File: src/rtl/prefetcher_ar_arbiter.sv
// Arbitrates NUM_SLICES slice AR requests onto one master AXI read port
// and routes R beats back by learned ID. Option: PR_ARB_FIXED_PRIO_EN.
module prefetcher_ar_arbiter #(
    parameter int NUM_SLICES      = 4,
    parameter int ADDR_BITS       = 64,
    parameter int BURST_LEN_WIDTH = 8,
    parameter int TID_WIDTH       = 8,
    localparam int IW             = $clog2(NUM_SLICES)
) (
    input  logic                            clk,
    input  logic                            resetN,
    input  logic                            en,
    input  logic [NUM_SLICES-1:0]           sl_ar_valid,
    output logic [NUM_SLICES-1:0]           sl_ar_ready,
    input  logic [NUM_SLICES*ADDR_BITS-1:0] sl_ar_addr,
    input  logic [NUM_SLICES*BURST_LEN_WIDTH-1:0] sl_ar_len,
    input  logic [NUM_SLICES*TID_WIDTH-1:0] sl_ar_id,
    input  logic [NUM_SLICES-1:0]           sl_ctx_valid,
    input  logic [NUM_SLICES*TID_WIDTH-1:0] sl_ctx_id,
    output logic [NUM_SLICES-1:0]           sl_r_valid,
    input  logic [NUM_SLICES-1:0]           sl_r_ready,
    output logic                            m_ar_valid,
    input  logic                            m_ar_ready,
    output logic [ADDR_BITS-1:0]            m_ar_addr,
    output logic [BURST_LEN_WIDTH-1:0]      m_ar_len,
    output logic [TID_WIDTH-1:0]            m_ar_id,
    input  logic                            m_r_valid,
    input  logic [TID_WIDTH-1:0]            m_r_id,
    output logic                            m_r_ready,
    output logic                            r_orphan,
    output logic [IW-1:0]                   grant_idx
);

    typedef enum logic {
        ST_ARB_IDLE,
        ST_ARB_BUSY
    } arb_state_t;

    arb_state_t    state;
    logic          win_found;
    logic [IW-1:0] win_idx;
    logic          grant;
    logic          match_found;
    logic [IW-1:0] match_idx;

`ifndef PR_ARB_FIXED_PRIO_EN
    logic [IW-1:0] last;
`endif

    always_comb begin
        win_found = 1'b0;
        win_idx   = '0;
`ifdef PR_ARB_FIXED_PRIO_EN
        for (int i = NUM_SLICES - 1; i >= 0; i--) begin
            if (sl_ar_valid[i]) begin
                win_found = 1'b1;
                win_idx   = IW'(i);
            end
        end
`else
        // Scan downwards so the slice right after last overwrites the rest
        for (int k = NUM_SLICES; k >= 1; k--) begin
            if (sl_ar_valid[(int'(last) + k) % NUM_SLICES]) begin
                win_found = 1'b1;
                win_idx   = IW'((int'(last) + k) % NUM_SLICES);
            end
        end
`endif
    end

    assign grant = en && (state == ST_ARB_IDLE) && win_found;

    always_comb begin
        sl_ar_ready = '0;
        if (grant) begin
            sl_ar_ready[win_idx] = 1'b1;
        end
    end

    always_ff @(posedge clk or negedge resetN) begin
        if (!resetN) begin
            state      <= ST_ARB_IDLE;
            m_ar_valid <= 1'b0;
            m_ar_addr  <= '0;
            m_ar_len   <= '0;
            m_ar_id    <= '0;
            grant_idx  <= '0;
`ifndef PR_ARB_FIXED_PRIO_EN
            last       <= IW'(NUM_SLICES - 1);
`endif
        end else if (en) begin
            unique case (state)
                ST_ARB_IDLE: begin
                    if (win_found) begin
                        m_ar_addr  <= sl_ar_addr[win_idx*ADDR_BITS +: ADDR_BITS];
                        m_ar_len   <= sl_ar_len[win_idx*BURST_LEN_WIDTH +: BURST_LEN_WIDTH];
                        m_ar_id    <= sl_ar_id[win_idx*TID_WIDTH +: TID_WIDTH];
                        m_ar_valid <= 1'b1;
                        grant_idx  <= win_idx;
`ifndef PR_ARB_FIXED_PRIO_EN
                        last       <= win_idx;
`endif
                        state      <= ST_ARB_BUSY;
                    end
                end
                ST_ARB_BUSY: begin
                    if (m_ar_ready) begin
                        m_ar_valid <= 1'b0;
                        state      <= ST_ARB_IDLE;
                    end
                end
                default: state <= ST_ARB_IDLE;
            endcase
        end
    end

    // R routing: lowest-index matching context owns the beat
    always_comb begin
        match_found = 1'b0;
        match_idx   = '0;
        for (int i = NUM_SLICES - 1; i >= 0; i--) begin
            if (sl_ctx_valid[i] &&
                sl_ctx_id[i*TID_WIDTH +: TID_WIDTH] == m_r_id) begin
                match_found = 1'b1;
                match_idx   = IW'(i);
            end
        end
    end

    always_comb begin
        sl_r_valid = '0;
        if (m_r_valid && match_found) begin
            sl_r_valid[match_idx] = 1'b1;
        end
        m_r_ready = m_r_valid &&
                    (match_found ? sl_r_ready[match_idx] : 1'b1);
        r_orphan  = m_r_valid && !match_found;
    end

endmodule
File: config.mk
export PLATFORM = sky130hd
export DESIGN_NAME = prefetcher_ar_arbiter
export DESIGN_NICKNAME = d
export VERILOG_FILES = /design/src/rtl/prefetcher_ar_arbiter.sv
export SDC_FILE = /design/constraint.sdc
export NUM_CORES = 1
export LEC_CHECK = 0
export BUFFER_PORTS_ARGS = -buffer_cell sky130_fd_sc_hd__buf_2
export CAP_MARGIN = 20
export CORE_AREA = 2 2 185 187
export CTS_CLUSTER_DIAMETER = 50
export DETAILED_ROUTE_END_ITERATION = 8
export DIE_AREA = 0 0 187 189
export REMOVE_ABC_BUFFERS = 1
export SLEW_MARGIN = 20
export SYNTH_ARGS = -nofsm -noshare
export SYNTH_HDL_FRONTEND = slang
export SYNTH_SLANG_ARGS = --single-unit
File: constraint.sdc
create_clock -name clk -period 3.7 [get_ports clk]
set_input_delay 0.74 -clock clk [delete_from_list [all_inputs] [get_ports clk]]
set_output_delay 0.74 -clock clk [all_outputs]
set_load 0.02 [all_outputs]
# Word-level counts from Yosys, hierarchy flattened
# Cells that the tools add are included.
# word_totals
register_bits,86
latch_bits,0
mem_bits_rw,0
mem_bits_ro,0
inputBits,377
word_cells,94
memories,0
# classes
n_addsub,4
mul,0
div,0
magnitude_cmp,8
eq_ne,6
shift,3
mux,43
bitwise,5
reduce_logical,18
# op_table
cell,count
indexed part select 256 x 9 -> 64 bit,1
indexed part select 32 x 6 -> 8 bit,2
equality test 8 bit,4
2-to-1 mux 1 bit,24
"less-than comparator 3 x 4 -> 1 bit, second input constant",4
2-to-1 mux 2 bit,8
logical AND 1 bit,11
binary-select mux 1 bit (select 2 bit),5
2-to-1 mux 4 bit,2
OR reduction 2 bit,4
"less-than comparator 2 x 3 -> 1 bit, second input constant",2
AND reduction 3 bit,2
"adder 2 x 1 -> 2 bit, second input constant",2
"adder 2 bit, second input constant",2
"bitwise AND 1 bit, first input constant",4
demux 1 bit (select 2 bit),2
"greater-or-equal comparator 2 x 1 -> 1 bit, second input constant",2
"inequality test 2 bit, second input constant",2
case mux 1 bit (2 select lines),2
logical NOT 1 bit,1
NOT 1 bit,1

# Longest topological paths before layout
# logic_depth
word_depth,15
depth_mapped,8

# Worst setup path after synthesis
# No wires, ideal clock.
# synth_path
path_kind,input port to output port
start,input port m_r_id[6]
end,output port m_r_ready
arrival_time_ns,2.069
setup_slack_ns,0.891
stages,5
path_buffers,0
cell_sequence,xnor2_1 nand3_1 or4_1 o221a_1 o22ai_1
# synth_between
elab_chain_cells,10
elab_cells_between_ends,20
classes_between,4 x eq/ne; 11 x mux; 5 x reduce/logical
# synth_rtl
element,line,source
start: declaration,28,"input logic [TID_WIDTH-1:0] m_r_id,"
equality test 8 bit,123,sl_ctx_id[i*TID_WIDTH +: TID_WIDTH] == m_r_id) begin
logical AND 1 bit,122,if (sl_ctx_valid[i] &&
2-to-1 mux 2 bit (4 in series),122,
binary-select mux 1 bit (select 2 bit),136,(match_found ? sl_r_ready[match_idx] : 1'b1);
2-to-1 mux 1 bit (implied by the code),136,
2-to-1 mux 1 bit (*),136,
logical AND 1 bit (*),135,m_r_ready = m_r_valid &&
end: declaration,29,"output logic m_r_ready,"
# Every way passes the cells marked *; elsewhere a longest branch is shown, timed or not. The select of a mux whose other input is x is not followed.

# Worst setup path in the final report
# layout_path
start,input port m_r_id[7]
end,output port m_r_ready
# Same word-level chain as after synthesis.

==> reports/metrics.csv <==
stage,metric,value,unit
outcome,run_status,finished clean,
drt,drt-pass1-iter-count,4,
logic_synthesis,synth_top_area_frac,0.366,
sta,finClkSkew,12.2,ps
finish,stdcell_count,1450,
clock_network,clk_pin_slew_worst_paths,70,ps
logic_synthesis,synth_area,0.00575,mm2
global_route,grt_pass1_vias,6329,
power,power_density,649,mW/mm2
sta,max_freq,330,MHz
sta,max-slew-margin-rel,0.350,
logic_synthesis,yosysUniqueCellTypes,36,
global_route,grt_usage,0.120,
clock_network,cts.sinks,86,
placement,finalWeightedCongestion,0.906,
critical_path,path_class,in2out,
critical_path,path_cells,buf_2 -> xor2_1 -> nor4_1 -> nand2_1 -> o221a_1 -> o22ai_1 -> buf_2,
drt,drtIter0Drc,148,
logic_synthesis,synth_area_leader_cell,dfrtp_1,
clock_network,cts_resized,0,
global_route,grt_busiest_layer,met2,
clock_network,cts_hold_buf,0,
finish,area_growth,52.7,%
sta,setup-violations-final,0,
placement,dp_cells,1433,
global_route,grt_pass1_wl,33300,um
critical_path,critPathMaxStageDelay,540,ps
floorplanning,chipWidth,187,um
logic_synthesis,seq_area_frac_synth,0.375,
logic_synthesis,yosys_register_bits,86,
drt,antenna_left,0,
drt,detail_route.wl_per_cell,15.2,um
flow_run,maxCapViolCount,0,
global_route,overflow,0,
logic_synthesis,syn_avg_cell_area,10.4,um2
critical_path,worst-r2r-cell-count,6,
finish,drive_gt1_frac,0.502,
floorplanning,die_area,0.0353,mm2
critical_path,cp.arrival,2290,ps
drt,via_per_inst,4.25,
sta,finalCritPeriodShare,0.820,
critical_path,worstPathRequired,2960,ps
clock_network,cts_root_buffer,clkbuf_16,
finish,nNetsFinal,1373,
sta,period_minus_slack,3030,ps
global_route,gr-usage-met3,0.0235,
finish,final_area,0.00878,mm2
sta,fin_ws,667,ps
drt,wl,22000,um
global_route,antenna_found_initial,1,
placement,port_buffers,469,
critical_path,startpoint_type,input pin,
sta,drv_slew,0,
drt,vias,6165,
min_path,min_to,m_ar_addr[5],
clock_network,post_cts_buffers,0,
power,ir_drop,0.000299,V
critical_path,critPathMostFrequentCell,buf_2,
critical_path,r2r_end,m_ar_len[6],
critical_path,critPathCaptureType,output pin,
sta,rsz0062_at_grt,false,
power,p_leak,4.75,nW
clock_network,htree_levels,3,
global_route,grt_util_met2,0.209,
min_path,hp-class,reg2reg,
clock_network,tritoncts,built,
global_route,grt_max_degree,90,
critical_path,cp_slowest_cell,nor4_1,
clock_network,worst_skew_pair.late_latency,350,ps
floorplanning,coreArea,0.0333,mm2
placement,dp_slack,648,ps
floorplanning,io_pins,470,
critical_path,rrSetupSlack,1210,ps
sta,worst_slew_pin_slew,975,ps
drt,drc,0,
global_route,met1_usage,0.146,
placement,place_hpwl,17200,um
floorplanning,start_util,0.173,
critical_path,r2r_start,last[1],
critical_path,worst-path-max-fanout,4,
logic_synthesis,synth_warnings,0,
floorplanning,row_count,67,
clock_network,clk_path_buf_depth,2,
clock_network,numCtsBuffers,9,
min_path,min-delay-start,m_ar_addr[5],
floorplanning,fp.dieH,189,um
min_path,hold_depth,2,
placement,dpl_cell_area,0.00845,mm2
logic_synthesis,synthTopCellsByArea,"dfrtp_1 37%, mux2i_1 28%, o221ai_1 12%",
sta,hold_viol,0,
logic_synthesis,netlist_instances,553,
-- critical path, delay by kind of cell --
kind / cells / cell delay, ps
buf+inv: 2 / 320
compound gates: 2 / 440
simple gates: 2 / 650
xor+xnor: 1 / 140
-- worst max path at each step --
stage / endpoint / start / cells past startpoint / slack [ps]
CTS: m_r_ready / m_r_id[7] / 7 / 640
finish: m_r_ready / m_r_id[7] / 7 / 670
global route: m_r_ready / m_r_id[7] / 7 / 440
global placement: m_r_ready / m_r_id[7] / 7 / 640
detailed placement: m_r_ready / m_r_id[2] / 7 / 650
floorplan: sl_ar_ready[3] / sl_ar_valid[0] / 5 / -2440
-- synthesized netlist by cell type --
cell type / number
nand2_1: 96
nor2b_1: 4
o221ai_1: 80
o22ai_1: 1
xor2_1: 21
and4_1: 1
a31oi_1: 1
clkbuf_1: 2
and3_1: 1
nor2_1: 7
nor3b_1: 1
dfstp_2: 2
nand4_1: 6
nor3_1: 4
o221a_1: 1
o41ai_1: 1
nor4_1: 3
a22oi_1: 1
nand3_1: 3
buf_6: 8
or3_2: 2
o221a_2: 1
inv_1: 3
buf_4: 17
or4_1: 1
o21a_1: 1
dfrtp_1: 84
o21ai_0: 1
a21oi_1: 2
xnor2_1: 11
nand2b_1: 3
mux2i_1: 161
a21boi_0: 1
buf_2: 19
or2_2: 1
a21oi_4: 1
-- state kept, by name, indices dropped and copies added, names as in the netlist --
register,flops
m_ar_id,8
last,2
grant_idx,2
state,1
m_ar_addr,64
m_ar_valid,1
m_ar_len,8
-- layout make-up --
type	instances	area [um2]
fill	3618	24500
multi-input combinational	418	3280
timing repair buffer	478	2440
sequential	86	2150
tap	448	561
clock buffer	9	225
clock inverter	7	103
inverter	3	11.3
antenna	1	2.50
-- stage by stage --
step | TNS (ps) | util | hold WS, ps | power (W)
floorplan | -72540 | - | 444 | 0.00364
global placement | 0 | 0.254 | 465 | 0.00468
detailed placement | 0 | 0.254 | 468 | 0.00471
CTS | 0 | 0.264 | 485 | 0.00582
global route | 0 | 0.264 | 504 | 0.00611
finish | 0 | 0.264 | 480 | 0.00570
-- cells by family (layout without fill, tap and decap cells) --
logic type	count (synthesis)	in the layout	synth area share
AND/OR/NAND/NOR	133	133	0.0997
XOR/XNOR	32	32	0.0487
buffers and inverters	49	497	0.0577
multiplexers	161	161	0.280
AO/OA/AOI/OAI	92	92	0.139
flip-flops	86	86	0.375
other	0	1	0
-- placed cells by master (no fill, tap or decap), types with 2 or more instances in the layout --
cell,netlist,layout
buf_2,19,468
mux2i_1,161,161
nand2_1,96,95
dfrtp_1,84,84
o221ai_1,80,80
xor2_1,21,21
xnor2_1,11,11
clkbuf_16,0,9
buf_4,17,8
nor2_1,7,7
nand4_1,6,6
nor2b_1,4,4
nor3_1,4,4
inv_1,3,3
nor4_1,3,3
nand3_1,3,3
inv_6,0,3
a21oi_1,2,2
nand2b_1,3,2
or3_2,2,2
bufinv_16,0,2
dfstp_2,2,2
buf_12,0,2
-- routing by layer --
metal | vias up | share of wire
met5 | - | 0
met1 | 2903 | 0.41
li1 | 2969 | -
met2 | 269 | 0.50
met3 | 24 | 0.071
met4 | 0 | 0.023
-- power by group --
part,internal (W),switching [W]
Sequential,0.00139,0.000246
Combinational,0.00123,0.00178
Clock,0.000602,0.000451
Total,0.00322,0.00248
Power figures use the tool's default switching activity.
